==> src/rtl/axi2reg_pkg.sv <==
// Shared constants, read FSM state type and address helper for the
// AXI4-Lite to register-bus bridge.
package axi2reg_pkg;

    localparam logic [1:0] RESP_OKAY   = 2'b00;
    localparam logic [1:0] RESP_SLVERR = 2'b10;

    typedef enum logic [1:0] {
        IDLE  = 2'd0,
        ISSUE = 2'd1,
        WAIT  = 2'd2,
        RESP  = 2'd3
    } rd_state_t;

    // Number of byte-offset bits below the word address.
    function automatic int addr_lsb(input int data_width);
        return $clog2(data_width / 8);
    endfunction

endpackage

==> src/rtl/axi2reg_strb_if.sv <==
// AXI4-Lite slave-side bundle. Handshake rule on every channel: a transfer
// happens in a cycle where both valid and ready are high at the rising edge;
// the source holds valid and payload stable until that happens.
interface axi2reg_strb_if #(
    parameter int AXI_ADDR_WIDTH = 6,
    parameter int DATA_WIDTH     = 32
);
    logic [AXI_ADDR_WIDTH-1:0] awaddr;
    logic [2:0]                awprot;
    logic                      awvalid;
    logic                      awready;
    logic [DATA_WIDTH-1:0]     wdata;
    logic [DATA_WIDTH/8-1:0]   wstrb;
    logic                      wvalid;
    logic                      wready;
    logic [1:0]                bresp;
    logic                      bvalid;
    logic                      bready;
    logic [AXI_ADDR_WIDTH-1:0] araddr;
    logic [2:0]                arprot;
    logic                      arvalid;
    logic                      arready;
    logic [DATA_WIDTH-1:0]     rdata;
    logic [1:0]                rresp;
    logic                      rvalid;
    logic                      rready;

    modport slave (
        input  awaddr, awprot, awvalid, wdata, wstrb, wvalid, bready,
        input  araddr, arprot, arvalid, rready,
        output awready, wready, bresp, bvalid, arready, rdata, rresp, rvalid
    );

    modport master (
        output awaddr, awprot, awvalid, wdata, wstrb, wvalid, bready,
        output araddr, arprot, arvalid, rready,
        input  awready, wready, bresp, bvalid, arready, rdata, rresp, rvalid
    );
endinterface

==> src/rtl/axi2reg_rd_ctrl.sv <==
// Read channel of the bridge: accepts one AR, issues a single reg_rden,
// waits out the register-file latency, captures the data and holds R.
module axi2reg_rd_ctrl
    import axi2reg_pkg::*;
#(
    parameter int AXI_ADDR_WIDTH = 6,
    parameter int DATA_WIDTH     = 32,
    parameter int NUM_REGS       = 16,
    parameter int RD_LATENCY     = 1,
    localparam int ADDR_LSB      = addr_lsb(DATA_WIDTH),
    localparam int RA_W          = AXI_ADDR_WIDTH - ADDR_LSB
) (
    input  logic                      clk,
    input  logic                      rst,
    input  logic [AXI_ADDR_WIDTH-1:0] araddr,
    input  logic                      arvalid,
    output logic                      arready,
    output logic [DATA_WIDTH-1:0]     rdata,
    output logic [1:0]                rresp,
    output logic                      rvalid,
    input  logic                      rready,
    output logic                      reg_rden,
    output logic [RA_W-1:0]           reg_rdaddr,
    input  logic [DATA_WIDTH-1:0]     reg_rddata,
    output rd_state_t                 state
);

    localparam logic [2:0] LAT = 3'(RD_LATENCY);

    logic [2:0]      cnt;
    logic            in_range_q;
    logic [RA_W-1:0] ar_word;
    logic            ar_in_range;
    logic            ar_hs;
    logic            capture;
    logic            unused_bits;

    assign ar_word     = araddr[AXI_ADDR_WIDTH-1:ADDR_LSB];
    assign ar_in_range = int'(ar_word) < NUM_REGS;
    assign arready     = (state == IDLE);
    assign ar_hs       = arvalid && arready;
    assign unused_bits = ^araddr[ADDR_LSB-1:0];

    // Data is sampled in the cycle RD_LATENCY after the reg_rden cycle:
    // directly in ISSUE for zero latency, otherwise when the count reaches 1.
    assign capture = ((state == ISSUE) && (RD_LATENCY == 0)) ||
                     ((state == WAIT) && (cnt == 3'd1));

    // Read FSM with registered outputs; out-of-range reads walk the same
    // states so their latency matches, but never strobe the register file.
    always_ff @(posedge clk) begin
        if (rst) begin
            state      <= IDLE;
            cnt        <= 3'd0;
            in_range_q <= 1'b0;
            reg_rden   <= 1'b0;
            reg_rdaddr <= '0;
            rdata      <= '0;
            rresp      <= RESP_OKAY;
            rvalid     <= 1'b0;
        end else begin
            reg_rden <= 1'b0;
            case (state)
                IDLE: begin
                    if (ar_hs) begin
                        reg_rdaddr <= ar_word;
                        in_range_q <= ar_in_range;
                        reg_rden   <= ar_in_range;
                        state      <= ISSUE;
                    end
                end
                ISSUE: begin
                    cnt   <= LAT;
                    state <= (RD_LATENCY == 0) ? RESP : WAIT;
                end
                WAIT: begin
                    cnt <= cnt - 3'd1;
                    if (cnt == 3'd1) begin
                        state <= RESP;
                    end
                end
                RESP: begin
                    if (rready) begin
                        rvalid <= 1'b0;
                        state  <= IDLE;
                    end
                end
                default: state <= IDLE;
            endcase
            if (capture) begin
                rdata  <= in_range_q ? reg_rddata : '0;
                rresp  <= in_range_q ? RESP_OKAY : RESP_SLVERR;
                rvalid <= 1'b1;
            end
        end
    end

endmodule

==> src/rtl/axi2reg_strb.sv <==
// AXI4-Lite slave to simple register-bus bridge with byte strobes,
// AW/W in either order, configurable read latency and SLVERR for
// word addresses beyond NUM_REGS.
module axi2reg_strb
    import axi2reg_pkg::*;
#(
    parameter int AXI_ADDR_WIDTH = 6,
    parameter int DATA_WIDTH     = 32,
    parameter int NUM_REGS       = 16,
    parameter int RD_LATENCY     = 1,
    localparam int ADDR_LSB      = addr_lsb(DATA_WIDTH),
    localparam int RA_W          = AXI_ADDR_WIDTH - ADDR_LSB,
    localparam int STRB_W        = DATA_WIDTH / 8
) (
    input  logic                  clk,
    input  logic                  rst,
    axi2reg_strb_if.slave         s_axi,
    output logic                  reg_wren,
    output logic [RA_W-1:0]       reg_wraddr,
    output logic [DATA_WIDTH-1:0] reg_wrdata,
    output logic [STRB_W-1:0]     reg_wrstrb,
    output logic                  reg_rden,
    output logic [RA_W-1:0]       reg_rdaddr,
    input  logic [DATA_WIDTH-1:0] reg_rddata
);

    logic                      aw_full;
    logic                      w_full;
    logic [AXI_ADDR_WIDTH-1:0] aw_addr_q;
    logic [DATA_WIDTH-1:0]     w_data_q;
    logic [STRB_W-1:0]         w_strb_q;
    logic                      bvalid_q;
    logic [1:0]                bresp_q;
    logic                      aw_hs;
    logic                      w_hs;
    logic                      wr_fire;
    logic [AXI_ADDR_WIDTH-1:0] wr_addr_sel;
    logic [DATA_WIDTH-1:0]     wr_data_sel;
    logic [STRB_W-1:0]         wr_strb_sel;
    logic [RA_W-1:0]           wr_word;
    logic                      wr_in_range;
    rd_state_t                 rd_state;
    logic                      unused_bits;

    // Each holder takes one beat; both stay closed while a response waits.
    assign s_axi.awready = !aw_full && !bvalid_q;
    assign s_axi.wready  = !w_full && !bvalid_q;
    assign s_axi.bvalid  = bvalid_q;
    assign s_axi.bresp   = bresp_q;

    assign aw_hs = s_axi.awvalid && s_axi.awready;
    assign w_hs  = s_axi.wvalid && s_axi.wready;

    // The write issues on the edge where the second of AW/W arrives, so the
    // holder contents are bypassed with the live beat when it is not yet held.
    assign wr_fire     = (aw_full || aw_hs) && (w_full || w_hs);
    assign wr_addr_sel = aw_full ? aw_addr_q : s_axi.awaddr;
    assign wr_data_sel = w_full ? w_data_q : s_axi.wdata;
    assign wr_strb_sel = w_full ? w_strb_q : s_axi.wstrb;
    assign wr_word     = wr_addr_sel[AXI_ADDR_WIDTH-1:ADDR_LSB];
    assign wr_in_range = int'(wr_word) < NUM_REGS;

    assign unused_bits = ^{s_axi.awprot, s_axi.arprot,
                           wr_addr_sel[ADDR_LSB-1:0], rd_state};

    // Write holders, single-cycle register strobe and B response.
    always_ff @(posedge clk) begin
        if (rst) begin
            aw_full    <= 1'b0;
            w_full     <= 1'b0;
            aw_addr_q  <= '0;
            w_data_q   <= '0;
            w_strb_q   <= '0;
            bvalid_q   <= 1'b0;
            bresp_q    <= RESP_OKAY;
            reg_wren   <= 1'b0;
            reg_wraddr <= '0;
            reg_wrdata <= '0;
            reg_wrstrb <= '0;
        end else begin
            reg_wren <= 1'b0;
            if (wr_fire) begin
                aw_full    <= 1'b0;
                w_full     <= 1'b0;
                reg_wren   <= wr_in_range;
                reg_wraddr <= wr_word;
                reg_wrdata <= wr_data_sel;
                reg_wrstrb <= wr_strb_sel;
                bvalid_q   <= 1'b1;
                bresp_q    <= wr_in_range ? RESP_OKAY : RESP_SLVERR;
            end else begin
                if (aw_hs) begin
                    aw_full   <= 1'b1;
                    aw_addr_q <= s_axi.awaddr;
                end
                if (w_hs) begin
                    w_full   <= 1'b1;
                    w_data_q <= s_axi.wdata;
                    w_strb_q <= s_axi.wstrb;
                end
                if (bvalid_q && s_axi.bready) begin
                    bvalid_q <= 1'b0;
                end
            end
        end
    end

    axi2reg_rd_ctrl #(
        .AXI_ADDR_WIDTH (AXI_ADDR_WIDTH),
        .DATA_WIDTH     (DATA_WIDTH),
        .NUM_REGS       (NUM_REGS),
        .RD_LATENCY     (RD_LATENCY)
    ) u_rd_ctrl (
        .clk        (clk),
        .rst        (rst),
        .araddr     (s_axi.araddr),
        .arvalid    (s_axi.arvalid),
        .arready    (s_axi.arready),
        .rdata      (s_axi.rdata),
        .rresp      (s_axi.rresp),
        .rvalid     (s_axi.rvalid),
        .rready     (s_axi.rready),
        .reg_rden   (reg_rden),
        .reg_rdaddr (reg_rdaddr),
        .reg_rddata (reg_rddata),
        .state      (rd_state)
    );

endmodule

==> src/flat_wrapper.sv <==
// flat-port wrapper written by rule: the top's interface ports become plain ports
module axi2reg_strb_flat import axi2reg_pkg::*;
#(
    parameter int AXI_ADDR_WIDTH = 6,
    parameter int DATA_WIDTH     = 32,
    parameter int NUM_REGS       = 16,
    parameter int RD_LATENCY     = 1,
    localparam int ADDR_LSB      = addr_lsb(DATA_WIDTH),
    localparam int RA_W          = AXI_ADDR_WIDTH - ADDR_LSB,
    localparam int STRB_W        = DATA_WIDTH / 8
)
  (clk, rst, reg_wren, reg_wraddr, reg_wrdata, reg_wrstrb, reg_rden, reg_rdaddr, reg_rddata, s_axi_awaddr, s_axi_awprot, s_axi_awvalid, s_axi_wdata, s_axi_wstrb, s_axi_wvalid, s_axi_bready, s_axi_araddr, s_axi_arprot, s_axi_arvalid, s_axi_rready, s_axi_awready, s_axi_wready, s_axi_bresp, s_axi_bvalid, s_axi_arready, s_axi_rdata, s_axi_rresp, s_axi_rvalid);
  axi2reg_strb_if #(.AXI_ADDR_WIDTH(AXI_ADDR_WIDTH), .DATA_WIDTH(DATA_WIDTH)) s_axi_i ();
  input  logic clk;
  input  logic rst;
  output logic reg_wren;
  output logic [RA_W-1:0] reg_wraddr;
  output logic [DATA_WIDTH-1:0] reg_wrdata;
  output logic [STRB_W-1:0] reg_wrstrb;
  output logic reg_rden;
  output logic [RA_W-1:0] reg_rdaddr;
  input  logic [DATA_WIDTH-1:0] reg_rddata;
  input wire logic [$bits(s_axi_i.awaddr)-1:0] s_axi_awaddr;
  input wire logic [$bits(s_axi_i.awprot)-1:0] s_axi_awprot;
  input wire logic [$bits(s_axi_i.awvalid)-1:0] s_axi_awvalid;
  input wire logic [$bits(s_axi_i.wdata)-1:0] s_axi_wdata;
  input wire logic [$bits(s_axi_i.wstrb)-1:0] s_axi_wstrb;
  input wire logic [$bits(s_axi_i.wvalid)-1:0] s_axi_wvalid;
  input wire logic [$bits(s_axi_i.bready)-1:0] s_axi_bready;
  input wire logic [$bits(s_axi_i.araddr)-1:0] s_axi_araddr;
  input wire logic [$bits(s_axi_i.arprot)-1:0] s_axi_arprot;
  input wire logic [$bits(s_axi_i.arvalid)-1:0] s_axi_arvalid;
  input wire logic [$bits(s_axi_i.rready)-1:0] s_axi_rready;
  output wire logic [$bits(s_axi_i.awready)-1:0] s_axi_awready;
  output wire logic [$bits(s_axi_i.wready)-1:0] s_axi_wready;
  output wire logic [$bits(s_axi_i.bresp)-1:0] s_axi_bresp;
  output wire logic [$bits(s_axi_i.bvalid)-1:0] s_axi_bvalid;
  output wire logic [$bits(s_axi_i.arready)-1:0] s_axi_arready;
  output wire logic [$bits(s_axi_i.rdata)-1:0] s_axi_rdata;
  output wire logic [$bits(s_axi_i.rresp)-1:0] s_axi_rresp;
  output wire logic [$bits(s_axi_i.rvalid)-1:0] s_axi_rvalid;
  assign s_axi_i.awaddr = s_axi_awaddr;
  assign s_axi_i.awprot = s_axi_awprot;
  assign s_axi_i.awvalid = s_axi_awvalid;
  assign s_axi_i.wdata = s_axi_wdata;
  assign s_axi_i.wstrb = s_axi_wstrb;
  assign s_axi_i.wvalid = s_axi_wvalid;
  assign s_axi_i.bready = s_axi_bready;
  assign s_axi_i.araddr = s_axi_araddr;
  assign s_axi_i.arprot = s_axi_arprot;
  assign s_axi_i.arvalid = s_axi_arvalid;
  assign s_axi_i.rready = s_axi_rready;
  assign s_axi_awready = s_axi_i.awready;
  assign s_axi_wready = s_axi_i.wready;
  assign s_axi_bresp = s_axi_i.bresp;
  assign s_axi_bvalid = s_axi_i.bvalid;
  assign s_axi_arready = s_axi_i.arready;
  assign s_axi_rdata = s_axi_i.rdata;
  assign s_axi_rresp = s_axi_i.rresp;
  assign s_axi_rvalid = s_axi_i.rvalid;
  axi2reg_strb #(.AXI_ADDR_WIDTH(AXI_ADDR_WIDTH), .DATA_WIDTH(DATA_WIDTH), .NUM_REGS(NUM_REGS), .RD_LATENCY(RD_LATENCY)) u_core (.clk(clk), .rst(rst), .s_axi(s_axi_i), .reg_wren(reg_wren), .reg_wraddr(reg_wraddr), .reg_wrdata(reg_wrdata), .reg_wrstrb(reg_wrstrb), .reg_rden(reg_rden), .reg_rdaddr(reg_rdaddr), .reg_rddata(reg_rddata));
endmodule
==> config.mk <==
export PLATFORM = sky130hd
export DESIGN_NAME = axi2reg_strb_flat
export DESIGN_NICKNAME = d
export VERILOG_FILES = /design/src/rtl/axi2reg_pkg.sv /design/src/rtl/axi2reg_strb_if.sv /design/src/rtl/axi2reg_rd_ctrl.sv /design/src/rtl/axi2reg_strb.sv /design/src/flat_wrapper.sv
export SDC_FILE = /design/constraint.sdc
export NUM_CORES = 1
export LEC_CHECK = 0
export ABC_AREA = 1
export BUFFER_PORTS_ARGS = -buffer_cell sky130_fd_sc_hd__buf_4
export CAP_MARGIN = 10
export CORE_ASPECT_RATIO = 0.9
export CORE_UTILIZATION = 30
export CTS_BUF_LIST = sky130_fd_sc_hd__clkbuf_16
export CTS_CLUSTER_SIZE = 25
export DETAILED_ROUTE_END_ITERATION = 8
export GPL_TIMING_DRIVEN = 0
export PLACE_DENSITY_LB_ADDON = 0.08
export REMOVE_ABC_BUFFERS = 1
export SLEW_MARGIN = 20
export SYNTH_ARGS = -nofsm -noshare
export SYNTH_HDL_FRONTEND = slang
export SYNTH_SLANG_ARGS = --single-unit
==> constraint.sdc <==
create_clock -name clk -period 1.8 [get_ports clk]
set_input_delay 0.18 -clock clk [delete_from_list [all_inputs] [get_ports clk]]
set_output_delay 0.18 -clock clk [all_outputs]
set_load 0.01 [all_outputs]
==> impl_metrics.py <==
metrics = {
    "route": {
        "drcViolationCount": 0,
        "totalWireLength_microns": 17400,
        "post_drt_wl_per_cell_microns": 14.8,
        "drtPass1Iterations": 4,
        "topRoutingLayerUsed": "met4",
        "ant_nets": 0,
        "drt-vias-per-instance": 4.66,
        "dr_total_vias": 5485,
        "routed-wl-met2_microns": 7840,
        "drtIter0Drc": 269,
        "met3_wirelength_microns": 857,
        "met1_length_microns": 8580,
    },
    "critical_path": {
        "slowest_delay_ns": 0.55,
        "worst-r2r-cell-count": 5,
        "cp_cell_sequence": "inv_2 > nand2_1 > inv_1 > buf_4",
        "cp-end-kind": "output port",
        "critPathLaunch": "u_core.w_full",
        "worst-endpoint-arrival_ns": 1.52,
        "regToRegEndpoint": "u_core.u_rd_ctrl.rdata[14]",
        "r2r_slack_ns": 0.18,
        "cp.depth": 4,
        "start_kind": "register",
        "endpoint": "s_axi_wready",
        "cp_max_fo": 20,
        "worst_ep_required_time_ns": 1.62,
        "cp_num_buf_inv": 3,
        "criticalPathCategory": "register to output port",
        "critPathSlowestCell": "dfxtp_4",
        "crit_family": "flip-flops",
        "r2r_start": "u_core.u_rd_ctrl.state[0]",
    },
    "global_route": {
        "overflow": 0,
        "grt_max_degree": 82,
        "grt_pass1_vias": 5014,
        "grt_usage_pct": 18.7,
        "antenna_found_initial": 0,
        "grt_pass1_wl_microns": 27700,
    },
    "logic_synthesis": {
        "synth_top_area_share_pct": 46.8,
        "yosys_warnings": 0,
        "ys_ff_latch": 129,
        "syn_area_sq_mm": 0.00552,
        "seq_area_frac_synth_pct": 46.8,
        "yosys-top-cells-area": "dfxtp_1 47%, nand3_1 12%, nand2_1 11%",
        "syn-instance-count": 780,
        "syn_avg_cell_area_sq_um": 7.07,
        "yosysTopAreaCell": "dfxtp_1",
        "ys_types": 25,
    },
    "placement": {
        "pre_cts_ws_ns": -0.531,
        "place.gp.congestion": 0.737,
        "io_buffers": 166,
        "place_hpwl_microns": 9680,
        "place_area_sq_mm": 0.00691,
    },
    "timing": {
        "hold_viol": 0,
        "skew_ns": 0.0122,
        "setup_slack_ns": 0.0984,
        "rsz0062_at_grt": "no",
        "period_needed_ns": 1.70,
        "maxSlewHeadroom_pct": 53.0,
        "final-setup-viol-count": 0,
        "finalSetupTns_ns": 0,
        "finalCritPeriodShare_pct": 94.5,
        "max_slew.worst_pin.slew_ns": 0.705,
        "maxClockFrequency_ghz": 0.588,
        "slew_viol_final": 0,
    },
    "floorplanning": {
        "pin_count": 180,
        "die_y_microns": 131,
        "dieArea_sq_mm": 0.0189,
        "core_sq_mm": 0.0178,
        "row_count": 46,
        "start_util_pct": 31.0,
        "die_w_microns": 145,
    },
    "power": {
        "p_sw_share_pct": 30.6,
        "comb_power_share_pct": 22.6,
        "power_frac_seq_pct": 38.5,
        "switching_power_w": 0.00268,
        "p_total_w": 0.00875,
        "internal_power_w": 0.00607,
        "clkPwrFrac_pct": 38.9,
        "p_leak_nw": 3.57,
        "ir_drop_mv": 0.588,
        "p_per_area_mw_per_mm2": 1140,
    },
    "clock_tree": {
        "clk_path_buf_depth": 2,
        "cts_tree": "yes",
        "cts_made_buffers": 17,
        "path_clk_slew_ns": 0.06,
        "clk_latency_ns": 0.41,
        "root_buffer": "clkbuf_16",
        "htreeDepth": 4,
        "cts_sinks": 129,
    },
    "flow_run": {
        "drv_cap": 0,
    },
    "worst_hold_path": {
        "hold_class": "input port to register",
    },
    "finish": {
        "layout-drive-gt1-share_pct": 24.8,
        "nFillCells": 1881,
        "diodes": 0,
        "fin_area_sq_mm": 0.00769,
        "final_cell_mix": "176 x buf_4, 163 x nand2_1, 127 x nand3_1, 126 x dfxtp_1, 100 x nor2_1",
        "syn_to_final_growth_pct": 39.3,
        "nNetsFinal": 1024,
        "final_common_cell": "buf_4",
    },
    "run_status": {
        "status": "complete, no violations",
    },
}
-- Yosys cell counts, drive strengths merged --
library cell / number
nand2: 165
nand4: 32
a211oi: 1
conb: 1
nor3: 1
ha: 5
or2: 1
nor2: 104
buf: 37
a31oi: 1
and3: 1
clkbuf: 25
o21ai: 49
dfxtp: 129
a21oi: 39
inv: 62
nand3: 127
-- cells by family after synthesis --
| kind of cell | share of synthesized area, % |
|---|---|
| adders and majority gates | 1.13 |
| AOI/OAI and AO/OA | 8.37 |
| and+or+nand+nor | 34.1 |
| buffers and inverters | 9.55 |
| other | 0.0680 |
| DFF | 46.8 |
-- power groups by stage --
stage	clock, W	sequential (W)	combinational, W
2_1_floorplan	0	0.00342	0.000908
3_3_place_gp	0	0.00342	0.00168
3_5_place_dp	0	0.00343	0.00172
4_1_cts	0.00350	0.00336	0.00199
5_1_grt	0.00366	0.00341	0.00220
6_report	0.00340	0.00337	0.00198
-- worst min-delay path, stage by stage --
cell	delay, ns
buf_4	0.08
o21ai_0	0.07
nor2_1	0.08
-- repair_timing --
action,CTS,global route
gates resized for setup,4,2
hold buffers,0,0
pin swaps,3,1
setup endpoints to repair,102,44
setup buffers,11,3
cloned,3,0
-- state kept, by name (all words and copies together), names as in the netlist --
signal and count:
u_core.u_rd_ctrl.rvalid 1, u_core.aw_addr_q 4, u_core.u_rd_ctrl.rresp 1, u_core.aw_full 1, u_core.u_rd_ctrl.reg_rden 1, u_core.u_rd_ctrl.rdata 32, u_core.reg_wrdata 32, u_core.reg_wrstrb 4
u_core.reg_wren 1, u_core.reg_wraddr 4, u_core.u_rd_ctrl.in_range_q 1, u_core.w_full 1, u_core.w_strb_q 4, u_core.w_data_q 32, u_core.u_rd_ctrl.state 2, u_core.u_rd_ctrl.reg_rdaddr 4
u_core.u_rd_ctrl.cnt 3, u_core.s_axi.bvalid 1
-- layer usage --
metal | up-vias | track usage, %
met5 | - | 0
met4 | 0 | 6.32
met3 | 10 | 4.20
met2 | 105 | 29.7
met1 | 2543 | 25.3
li1 | 2827 | -
-- cell type report --
type / instances / area [sq um] / share of cell area, %
sequential: 129 / 2590 / 33.7
multi-input combinational: 532 / 2500 / 32.5
tap: 240 / 300 / 3.91
clock buffer: 17 / 425 / 5.53
timing repair buffer: 184 / 1490 / 19.4
clock inverter: 14 / 149 / 1.94
inverter: 62 / 238 / 3.09
-- stage by stage --
stage | util [%] | cells | hold slack, ns
3_5_place_dp | 38.9 | 1130 | 0.450
4_1_cts | 43.1 | 1175 | 0.00889
3_3_place_gp | 38.1 | 1126 | 0.440
2_1_floorplan | - | 720 | 0.249
6_report | 43.2 | 1178 | 0.0317
5_1_grt | 43.2 | 1178 | 0.0138
-- how the worst min path moves through the flow --
stage                          from  cells past startpoint  slack, ns                              to
floorplan                       rst                      1       0.25             u_core.s_axi.bvalid
global placement    s_axi_araddr[4]                      3       0.44  u_core.u_rd_ctrl.reg_rdaddr[2]
detailed placement  s_axi_araddr[3]                      3       0.45  u_core.u_rd_ctrl.reg_rdaddr[1]
CTS                    s_axi_bready                      3      0.009             u_core.s_axi.bvalid
global route           s_axi_bready                      3       0.01             u_core.s_axi.bvalid
finish              s_axi_araddr[3]                      3       0.03  u_core.u_rd_ctrl.reg_rdaddr[1]
Power figures use the tool's default switching activity.
